**config.mk**
```make
export PLATFORM = sky130hd
export DESIGN_NAME = alu_issue_seq_flat
export DESIGN_NICKNAME = d
export VERILOG_FILES = /design/src/rtl/alu_issue_seq_pkg.sv /design/src/rtl/alu_issue_seq_if.sv /design/src/rtl/alu_issue_seq_regfile.sv /design/src/rtl/alu_issue_seq.sv /design/src/flat_wrapper.sv
export SDC_FILE = /design/constraint.sdc
export NUM_CORES = 1
export LEC_CHECK = 0
export CORE_UTILIZATION = 35
export CTS_CLUSTER_SIZE = 12
export DETAILED_ROUTE_END_ITERATION = 16
export DONT_BUFFER_PORTS = 1
export PLACE_DENSITY = 0.5
export SLEW_MARGIN = 20
export SYNTH_ARGS = -nofsm -noshare
export SYNTH_HDL_FRONTEND = slang
export SYNTH_SLANG_ARGS = --single-unit
```
**constraint.sdc**
```tcl
create_clock -name clk -period 2.5 [get_ports clk]
set_input_delay 0.125 -clock clk [delete_from_list [all_inputs] [get_ports clk]]
set_output_delay 0.125 -clock clk [all_outputs]
set_load 0.01 [all_outputs]
```
**src/rtl/alu_issue_seq_pkg.sv**
```systemverilog
// Shared definitions for the ALU issue/writeback sequencer: widths, ALU opcodes,
// instruction field positions, FSM encoding and opcode classification helpers.
package alu_issue_seq_pkg;

  localparam int DW    = 16;
  localparam int NREGS = 8;
  localparam int AW    = $clog2(NREGS);
  localparam int OPW   = 5;

  // Opcode set shared with the downstream ALU
  localparam logic [OPW-1:0] OP_ADD = 5'h00;
  localparam logic [OPW-1:0] OP_ADC = 5'h01;
  localparam logic [OPW-1:0] OP_SUB = 5'h02;
  localparam logic [OPW-1:0] OP_INC = 5'h03;
  localparam logic [OPW-1:0] OP_DEC = 5'h04;
  localparam logic [OPW-1:0] OP_AND = 5'h05;
  localparam logic [OPW-1:0] OP_OR  = 5'h06;
  localparam logic [OPW-1:0] OP_XOR = 5'h07;
  localparam logic [OPW-1:0] OP_NOT = 5'h08;

  // Instruction word: [15:11] opcode, [10:8] rd, [7:5] ra, [4:2] rb, [1:0] reserved
  localparam int OPC_LSB = 11;
  localparam int RD_LSB  = 8;
  localparam int RA_LSB  = 5;
  localparam int RB_LSB  = 2;

  typedef enum logic [1:0] {
    ST_IDLE = 2'd0,
    ST_READ = 2'd1,
    ST_EXEC = 2'd2,
    ST_WB   = 2'd3
  } state_e;

  typedef struct packed {
    logic [OPW-1:0] opcode;
    logic [AW-1:0]  rd;
    logic [AW-1:0]  ra;
    logic [AW-1:0]  rb;
  } instr_t;

  function automatic logic is_legal(input logic [OPW-1:0] op);
    return op inside {OP_ADD, OP_ADC, OP_SUB, OP_INC, OP_DEC,
                      OP_AND, OP_OR, OP_XOR, OP_NOT};
  endfunction

  // Arithmetic ops report carry/borrow; logic ops leave flag_c alone
  function automatic logic sets_carry(input logic [OPW-1:0] op);
    return op inside {OP_ADD, OP_ADC, OP_SUB, OP_INC, OP_DEC};
  endfunction

  function automatic logic is_unary(input logic [OPW-1:0] op);
    return op inside {OP_INC, OP_DEC, OP_NOT};
  endfunction

endpackage

```
**src/rtl/alu_issue_seq_if.sv**
```systemverilog
// Instruction handshake plus ALU operand/result bus for alu_issue_seq.
// The sequencer uses the slave modport; upstream/ALU environment uses master.
interface alu_issue_seq_if;
  import alu_issue_seq_pkg::*;

  logic                instr_valid;
  logic                instr_ready;
  logic [15:0]         instr;
  logic                alu_enable;
  logic [OPW-1:0]      alu_opcode;
  logic [DW-1:0]       alu_a;
  logic [DW-1:0]       alu_b;
  logic [DW-1:0]       alu_result;
  logic                alu_carry;

  modport master (
    output instr_valid, instr, alu_result, alu_carry,
    input  instr_ready, alu_enable, alu_opcode, alu_a, alu_b
  );

  modport slave (
    input  instr_valid, instr, alu_result, alu_carry,
    output instr_ready, alu_enable, alu_opcode, alu_a, alu_b
  );

endinterface

```
**src/rtl/alu_issue_seq_regfile.sv**
```systemverilog
// 8x16 architectural register file: two async read ports, one sync write port.
// ALU_ISSUE_DBG_EN adds a third async read port for debug observation.
module alu_issue_regfile #(
  parameter int NREGS = 8,
  parameter int DW    = 16,
  parameter int AW    = $clog2(NREGS)
) (
  input  logic          clk,
  input  logic          rst_n,
  input  logic [AW-1:0] ra_addr,
  output logic [DW-1:0] ra_data,
  input  logic [AW-1:0] rb_addr,
  output logic [DW-1:0] rb_data,
  input  logic          we,
  input  logic [AW-1:0] wa,
  input  logic [DW-1:0] wd
`ifdef ALU_ISSUE_DBG_EN
  ,
  input  logic [AW-1:0] dbg_addr,
  output logic [DW-1:0] dbg_data
`endif
);

  logic [DW-1:0] mem [NREGS];

  // NOTE: the array sits in flops, not a RAM macro, so it can take an async
  // reset; every entry must read 0 straight out of reset.
  always_ff @(posedge clk or negedge rst_n) begin
    if (!rst_n) begin
      for (int i = 0; i < NREGS; i++) mem[i] <= '0;
    end else if (we) begin
      mem[wa] <= wd;
    end
  end

  assign ra_data = mem[ra_addr];
  assign rb_data = mem[rb_addr];

`ifdef ALU_ISSUE_DBG_EN
  assign dbg_data = mem[dbg_addr];
`endif

endmodule

```
**src/rtl/alu_issue_seq.sv**
```systemverilog
// Non-pipelined issue/writeback sequencer around a registered 16-bit ALU.
// Optional debug read port and retired-instruction counter under ALU_ISSUE_DBG_EN.
module alu_issue_seq
  import alu_issue_seq_pkg::*;
(
  input  logic          clk,
  input  logic          rst_n,
  alu_issue_seq_if.slave bus,
  output logic          done,
  output logic          illegal,
  output logic          flag_s,
  output logic          flag_c,
  output logic          flag_z
`ifdef ALU_ISSUE_DBG_EN
  ,
  input  logic [AW-1:0] dbg_addr,
  output logic [DW-1:0] dbg_rdata,
  output logic [15:0]   instr_count
`endif
);

  state_e         state_q, state_d;
  instr_t         instr_q;
  logic [OPW-1:0] opcode_q;
  logic [DW-1:0]  a_q, b_q;
  logic [DW-1:0]  ra_data, rb_data;
  logic           ready, alu_en;
  logic           accept, wb_write;

  assign accept   = bus.instr_valid && ready;
  assign wb_write = (state_q == ST_WB) && is_legal(instr_q.opcode);

  alu_issue_regfile #(.NREGS(NREGS), .DW(DW)) u_regfile (
    .clk     (clk),
    .rst_n   (rst_n),
    .ra_addr (instr_q.ra),
    .ra_data (ra_data),
    .rb_addr (instr_q.rb),
    .rb_data (rb_data),
    .we      (wb_write),
    .wa      (instr_q.rd),
    .wd      (bus.alu_result)
`ifdef ALU_ISSUE_DBG_EN
    ,
    .dbg_addr(dbg_addr),
    .dbg_data(dbg_rdata)
`endif
  );

  // NOTE: every output of this block gets a default before the case so no
  // path leaves a signal unassigned, which would otherwise infer a latch.
  always_comb begin
    state_d = state_q;
    ready   = 1'b0;
    alu_en  = 1'b0;
    done    = 1'b0;
    illegal = 1'b0;
    unique case (state_q)
      ST_IDLE: begin
        ready = 1'b1;
        if (bus.instr_valid) state_d = ST_READ;
      end
      ST_READ: state_d = ST_EXEC;
      ST_EXEC: begin
        alu_en  = 1'b1;
        state_d = ST_WB;
      end
      ST_WB: begin
        done    = 1'b1;
        illegal = !is_legal(instr_q.opcode);
        state_d = ST_IDLE;
      end
    endcase
  end

  // NOTE: clocked state uses non-blocking assignments so every flop samples
  // pre-edge values regardless of statement order.
  always_ff @(posedge clk or negedge rst_n) begin
    if (!rst_n) state_q <= ST_IDLE;
    else        state_q <= state_d;
  end

  // Fields are captured only on acceptance; instr is ignored while busy
  always_ff @(posedge clk or negedge rst_n) begin
    if (!rst_n) begin
      instr_q <= '0;
    end else if (accept) begin
      instr_q.opcode <= bus.instr[OPC_LSB +: OPW];
      instr_q.rd     <= bus.instr[RD_LSB  +: AW];
      instr_q.ra     <= bus.instr[RA_LSB  +: AW];
      instr_q.rb     <= bus.instr[RB_LSB  +: AW];
    end
  end

  // Operands are read before writeback, so rd==ra/rb sees the old value
  always_ff @(posedge clk or negedge rst_n) begin
    if (!rst_n) begin
      opcode_q <= '0;
      a_q      <= '0;
      b_q      <= '0;
    end else if (state_q == ST_READ) begin
      opcode_q <= instr_q.opcode;
      a_q      <= ra_data;
      b_q      <= is_unary(instr_q.opcode) ? '0 : rb_data;
    end
  end

  // S and Z come from the result itself; C only from arithmetic ops
  always_ff @(posedge clk or negedge rst_n) begin
    if (!rst_n) begin
      flag_s <= 1'b0;
      flag_c <= 1'b0;
      flag_z <= 1'b0;
    end else if (wb_write) begin
      flag_z <= (bus.alu_result == '0);
      flag_s <= bus.alu_result[DW-1];
      if (sets_carry(instr_q.opcode)) flag_c <= bus.alu_carry;
    end
  end

  assign bus.instr_ready = ready;
  assign bus.alu_enable  = alu_en;
  assign bus.alu_opcode  = opcode_q;
  assign bus.alu_a       = a_q;
  assign bus.alu_b       = b_q;

`ifdef ALU_ISSUE_DBG_EN
  always_ff @(posedge clk or negedge rst_n) begin
    if (!rst_n)    instr_count <= '0;
    else if (done) instr_count <= instr_count + 16'd1;
  end
`endif

endmodule

```
**src/flat_wrapper.sv**
```systemverilog
// flat-port wrapper written by rule: the top's interface ports become plain ports
module alu_issue_seq_flat import alu_issue_seq_pkg::*;
  (clk, rst_n, done, illegal, flag_s, flag_c, flag_z, bus_instr_valid, bus_instr, bus_alu_result, bus_alu_carry, bus_instr_ready, bus_alu_enable, bus_alu_opcode, bus_alu_a, bus_alu_b);
  alu_issue_seq_if bus_i ();
  input  logic clk;
  input  logic rst_n;
  output logic done;
  output logic illegal;
  output logic flag_s;
  output logic flag_c;
  output logic flag_z;
  input wire logic [$bits(bus_i.instr_valid)-1:0] bus_instr_valid;
  input wire logic [$bits(bus_i.instr)-1:0] bus_instr;
  input wire logic [$bits(bus_i.alu_result)-1:0] bus_alu_result;
  input wire logic [$bits(bus_i.alu_carry)-1:0] bus_alu_carry;
  output wire logic [$bits(bus_i.instr_ready)-1:0] bus_instr_ready;
  output wire logic [$bits(bus_i.alu_enable)-1:0] bus_alu_enable;
  output wire logic [$bits(bus_i.alu_opcode)-1:0] bus_alu_opcode;
  output wire logic [$bits(bus_i.alu_a)-1:0] bus_alu_a;
  output wire logic [$bits(bus_i.alu_b)-1:0] bus_alu_b;
  assign bus_i.instr_valid = bus_instr_valid;
  assign bus_i.instr = bus_instr;
  assign bus_i.alu_result = bus_alu_result;
  assign bus_i.alu_carry = bus_alu_carry;
  assign bus_instr_ready = bus_i.instr_ready;
  assign bus_alu_enable = bus_i.alu_enable;
  assign bus_alu_opcode = bus_i.alu_opcode;
  assign bus_alu_a = bus_i.alu_a;
  assign bus_alu_b = bus_i.alu_b;
  alu_issue_seq u_core (.clk(clk), .rst_n(rst_n), .bus(bus_i), .done(done), .illegal(illegal), .flag_s(flag_s), .flag_c(flag_c), .flag_z(flag_z));
endmodule
```
# ---- Word level (Yosys, flattened, before mapping)
# Cells that the tools add are included.
dict set report word_totals {
  elab_cells 65
  regBits 184
  in_bits 36
  output_inout_bits 44
}
dict set report classes {
  bitwise 3
  n_eq_ne 12
  magnitude_cmp 4
  muxes 16
  reduce_logical 11
}
# cell count
set ops {}
lappend ops {{bitwise mux 128 bit} 1}
lappend ops {{binary-select mux 16 bit (select 3 bit)} 2}
lappend ops {{2-to-1 mux 16 bit} 6}
lappend ops {{demux 16 bit (select 3 bit)} 1}
lappend ops {{== test 5 x 3 -> 1 bit (second input constant)} 4}
lappend ops {{zero test 16 bit} 1}
lappend ops {{greater-or-equal comparator 4 bit (second input constant)} 3}
lappend ops {{inverter 3 -> 4 bit} 3}
lappend ops {{== test 5 x 2 -> 1 bit (second input constant)} 2}
lappend ops {{nonzero test 9 bit} 1}
lappend ops {{case mux 2 bit (4 select lines)} 1}
lappend ops {{== test 5 x 1 -> 1 bit (second input constant)} 1}
lappend ops {{== test 5 x 4 -> 1 bit (second input constant)} 1}
lappend ops {{zero test 5 bit} 1}
lappend ops {{nonzero test 5 bit} 1}
lappend ops {{== test 2 bit (second input constant)} 2}
lappend ops {{less-than comparator 4 x 1 -> 1 bit (second input constant)} 1}
lappend ops {{2-to-1 mux 1 bit} 4}
lappend ops {{logical AND 1 bit} 3}
lappend ops {{nonzero test 3 bit} 1}
lappend ops {{== test 2 x 1 -> 1 bit (second input constant)} 1}
lappend ops {{zero test 2 bit} 1}
lappend ops {{2-to-1 mux 2 bit} 1}
lappend ops {{!= test 2 bit (second input constant)} 1}
lappend ops {{other kinds (2)} 2}

# ---- Depth between registers and ports, before layout
dict set report logic_depth {
  depth_word 6
  depth_mapped 6
  ltp_nobuf 5
}

# ---- Modules after synthesis
# Synthesis repeated with hierarchy kept, for this count alone.
dict set report hier_totals {
  hier_cells 556
  area_unflattened_um2 9320.2
}
# mod n_inst cells_per_inst area_each_um2 seq_area_each_um2
set by_module_without_submodules {}
lappend by_module_without_submodules {alu_issue_regfile 1 393 7000.5 3203.1}
lappend by_module_without_submodules {alu_issue_seq 1 163 2319.7 1401.3}

# ---- Worst setup path after synthesis
# Ideal clock, no wire load.
dict set report synth_path {
  path_kind {reg2reg}
  startpoint {reg u_core.state_q[0]}
  endpoint {reg u_core.u_regfile.mem[11] in the netlist's numbering}
  period_less_slack_ns 1.959
  t_arrival_ns 1.834
  path_stages_with_launch 7
  required_ns 2.375
  path_slack_ns 0.541
  cell_sequence {dfrtp_1 ha_1 nand2b_1 buf_2 nor4b_4 buf_6 mux2_2}
}
dict set report synth_via {
  elab_chain_len 2
}
# item line
set synth_lines {}
lappend synth_lines {{from (decl)} alu_issue_seq.sv:22} ;# state_e state_q, state_d;
lappend synth_lines {{from (signal assigned)} alu_issue_seq.sv:80} ;# else state_q <= state_d;
lappend synth_lines {{== test 2 bit} alu_issue_seq.sv:31} ;# assign wb_write = (state_q == ST_WB) && is_legal(instr_q.opcode);
lappend synth_lines {{logical AND 1 bit} alu_issue_seq.sv:31}
lappend synth_lines {{to (signal, indexed assignment)} alu_issue_seq_regfile.sv:32} ;# mem[wa] <= wd;
lappend synth_lines {{to (decl)} alu_issue_seq_regfile.sv:24} ;# logic [DW-1:0] mem [NREGS];
# Every way passes these cells.
# A chain may end at the register's enable or synchronous reset.

# ---- Final worst setup path
dict set report layout_path {
  startpoint {reg u_core.state_q[0]}
  endpoint {reg u_core.u_regfile.mem[70] in the netlist's numbering}
}
# Same word-level chain as after synthesis.

==> impl_summary.txt <==
----------------------------------------------------
[Clock tree]
  Hold buffer count at CTS ... 32
  CTS sink count ... between 150 and 200
  Number of H-tree branching levels ... 4
  Clock network latency to the later pin of the worst-skew pair ... 0.44 ns
  Resized cells post-CTS ... 0
  Number of buffers added by the clock tree synthesis step ... 17
  Clock Root Buffer ... sky130_fd_sc_hd__clkbuf_16
  CTS tree ... yes
  Clock transition time at the flip-flop clock pins of the worst setup and hold paths ... ~0.07 ns
  Maximum clock insertion buffer count ... 2
  Setup fix buffers added after clock tree synthesis ... 0

[Timing]
  Clk_skew ... 0.0110 ns
  Setup violations, final ... 0
  Post-route fraction of the period consumed by the critical path ... 87.3%
  Worst hold slack across all endpoints ... -0.619 ns
  Tmin final ... 2.18 ns
  Final Max Tran Viols ... 0
  Fmax ... 0.458 GHz
  Relative slew margins ... 51.5%
  Final count of hold timing violations ... 184
  Total negative slack ... 0 ns
  RSZ-0062 raised after global routing ... no
  Slew @ Worst Pin ... 0.727 ns

[Drt]
  Routed len/inst ... 24.5 um
  Vias per cell ... approximately 5.6
  Count of antenna-violating nets left after detailed routing ... 0
  DRT Wirelength ... about 27000 um
  1st-iter DRT viols ... 404
  Number of DRC violations after detailed routing ... 0
  Drt first pass iters ... 6
  Count of vias placed by the detailed router ... 6102

[Worst setup path]
  Kind of cell with the highest combined delay on the critical path ... simple AND/OR/NAND/NOR gates
  Data required, critical path ... 2.81 ns
  Max Fanout on Critical Path ... 16
  Critical Path AT ... 2.50 ns
  Worst setup path class ... flip-flop to flip-flop
  CP Launch Type ... flip-flop
  Largest incremental delay on the critical path ... 0.40 ns
  Slowest cell on the critical path ... sky130_fd_sc_hd__dfrtp_1
  Cell-by-cell listing of the critical path ... ha_1 > nand2b_1 > nor4_4 > buf_4 > mux2_2
  Sort of element at the end of the critical path ... flip-flop
  Number of buffers and inverters on the critical path ... 1

[Floorplanning]
  Count of standard-cell rows ... 59
  Floorplan die width ... approximately 160 um
  Starting utilization of the core area ... 35.5%
  Die area ... 27000 um^2
  Die H ... 164 um
  IO Pins ... 80
  Core area ... 26000 um^2

[Place]
  RD Place Congestion ... around 0.77
  Placed Instances ... between 1000 and 1500
  Post-Place Cell Area ... just under 10000 um^2
  Detail Placement HPWL ... 16200 um
  Input/output buffers ... 0

[Finish]
  Cell Count, Final, Fillers Out ... 1087
  Synthesis-to-finish area growth ... 15.0%
  Fill cell instance count of the final layout ... around 2500
  Post-route standard cell area excluding fillers ... between 10000 and 15000 um^2
  Storage element area ... 4610 um^2
  Multi-input gate area in the final layout ... ~4300 um^2
  Final #Nets ... just under 800
  Layout cells sized above 1 ... 32.8%

[Global route]
  Number of antenna violations at the first check in global routing ... 1
  Global-route wire length before repair ... between 40000 and 50000 um
  M1 GR Usage ... 26.8%
  Global-route usage over all layers ... 20.6%
  Maximum number of pins on one net before global-route repair ... 185
  Met3 global-route usage ... under 10%
  Number of global-route vias before repair ... roughly 6500
  Layer carrying the most global-route usage ... met2
  Final global-route overflow total ... 0
  Met2 track demand over resource ... 33.4%

[Synthesis]
  Sequential-to-total area share from yosys stat ... between 40% and 50%
  Post-synthesis net count ... 751
  Area of the mapped netlist ... 9230 um^2
  Synthesized area per cell ... 13.0 um^2
  Number of library cell types mapped by synthesis ... 40
  Top cell type by total area after synthesis ... sky130_fd_sc_hd__dfrtp_1
  Number of warning messages in the yosys log ... 0
  Largest cells by area after synthesis ... sky130_fd_sc_hd__dfrtp_1, sky130_fd_sc_hd__mux2_2, sky130_fd_sc_hd__mux2i_1
  Synthesized instance count ... just over 700
  Share of the synthesized area in the top cell type ... 49.9%
  Flip-flop and latch count after synthesis ... 184

[Status]
  Violations in the final reports ... hold timing
  Run status ... complete, but fails checks

[Pwr]
  Maximum vdd drop ... between 0.6 and 0.7 mV
  Total power after layout ... 14900 uW
  Leak ... 0.00473 uW
  Areal power density over the cells ... roughly 1400 nW/um^2

[Min path]
  Worst Hold Class ... input port to async pin

[Run]
  Max-cap violations ... 0

----------------------------------------------------
worst register-to-register path: stages (launching register included):
cell and delay [ns]:
sky130_fd_sc_hd__dfrtp_1 0.40, sky130_fd_sc_hd__ha_1 0.29, sky130_fd_sc_hd__nand2b_1 0.34, sky130_fd_sc_hd__nor4_4 0.30, sky130_fd_sc_hd__buf_4 0.35, sky130_fd_sc_hd__mux2_2 0.38
flip-flops by register name (all words and copies together), names as in the netlist:
signal	cells
u_core.bus.alu_a	16
u_core.bus.alu_b	16
u_core.bus.alu_opcode	5
u_core.flag_c	1
u_core.flag_s	1
u_core.flag_z	1
u_core.instr_q	14
u_core.state_q	2
u_core.u_regfile.mem	128
path summary, 6_finish.rpt:
| kind | startpoint | end | slack (ns) | depth (start not counted) |
|---|---|---|---|---|
| worst min register to register | u_core.u_regfile.mem[73] | u_core.u_regfile.mem[73] | 0.52 | 1 |
| worst max-delay path | u_core.state_q[0] | u_core.u_regfile.mem[70] | 0.32 | 5 |
| worst max register to register | u_core.state_q[0] | u_core.u_regfile.mem[70] | 0.32 | 5 |
| min in group clk | bus_alu_result[4] | u_core.flag_z | 0.03 | 3 |
| max in group asynchronous | rst_n | u_core.instr_q[3] | 2.84 | 0 |
| worst min-delay path | rst_n | u_core.u_regfile.mem[105] | -0.62 | 0 |
layout by cell type, fill, tap and decap left out, types with 3 or more instances in the layout:
cell type,n
sky130_fd_sc_hd__a211o_1,16
sky130_fd_sc_hd__a22o_1,16
sky130_fd_sc_hd__a22oi_1,16
sky130_fd_sc_hd__a41o_1,16
sky130_fd_sc_hd__buf_12,5
sky130_fd_sc_hd__buf_4,23
sky130_fd_sc_hd__clkbuf_16,17
sky130_fd_sc_hd__clkinv_4,5
sky130_fd_sc_hd__dfrtp_1,182
sky130_fd_sc_hd__dlygate4sd3_1,32
sky130_fd_sc_hd__ha_1,3
sky130_fd_sc_hd__inv_1,19
sky130_fd_sc_hd__inv_6,3
sky130_fd_sc_hd__mux2_1,3
sky130_fd_sc_hd__mux2_2,177
sky130_fd_sc_hd__mux2i_1,80
sky130_fd_sc_hd__nand2_1,4
sky130_fd_sc_hd__nand2b_1,3
sky130_fd_sc_hd__nand3_1,19
sky130_fd_sc_hd__nor2_1,5
sky130_fd_sc_hd__nor2b_1,35
sky130_fd_sc_hd__nor4_1,4
sky130_fd_sc_hd__o21ai_0,3
sky130_fd_sc_hd__o22ai_1,16
sky130_fd_sc_hd__o32ai_1,16
logic make-up (layout without fill, tap and decap cells):
group / after synthesis / after routing / share of synthesized area (%)
multiplexers: 260 / 260 / 30.6
flip-flops: 184 / 184 / 49.9
AO/OA/AOI/OAI: 107 / 107 / 9.61
AND/OR/NAND/NOR: 84 / 84 / 5.88
buffers and inverters: 71 / 111 / 3.39
adder cells (fa/ha/maj): 4 / 4 / 0.542
XOR/XNOR: 1 / 1 / 0.0949
other: 0 / 1 / 0
per-layer routing:
| metal | vias up | part of all wire (%) |
|---|---|---|
| met5 | - | 0 |
| met4 | 0 | 2.4 |
| met3 | 34 | 5.5 |
| met2 | 148 | 48 |
| met1 | 3201 | 44 |
| li1 | 2719 | - |
report_power, final:
group          switching, uW  internal (uW)
sequential              1680           4440
combinational           2830           3210
clock                   1250           1530
total                   5750           9180
cell usage after synthesis, drive strengths merged:
library cell  count
dfrtp           184
mux2            180
mux2i            80
nor2b            35
buf              26
clkbuf           26
inv              19
nand3            19
a211o            16
a22o             16
a22oi            16
a41o             16
o22ai            16
o32ai            16
nor2              5
nor4              5
ha                4
nand2             4
nand2b            3
nor3              3
o21ai             3
o31ai             3
nand3b            2
nand4             2
nor3b             2
o21a              2
a21oi             1
nand4b            1
nor4b             1
o221ai            1
o31a              1
or3               1
or4bb             1
xnor2             1
through the flow:
| stage | utilization [%] | worst slack, ns |
|---|---|---|
| 3_5_place_dp | 37.3 | 0.326 |
| 3_3_place_gp | 37.3 | 0.361 |
| 6_report | 40.9 | 0.318 |
| 5_1_grt | 40.9 | 0.164 |
| 4_1_cts | 40.9 | 0.308 |
| 2_1_floorplan | - | 0.541 |
area by class of cell:
type | count | area share (%)
timing repair buffer | 60 | 5.59
antenna | 1 | 0.0236
multi-input combinational | 456 | 40.7
inverter | 19 | 0.672
clock inverter | 14 | 1.56
tap | 335 | 3.95
sequential | 184 | 43.4
clock buffer | 18 | 4.14
Note: power is estimated with default switching activity, not from simulation.
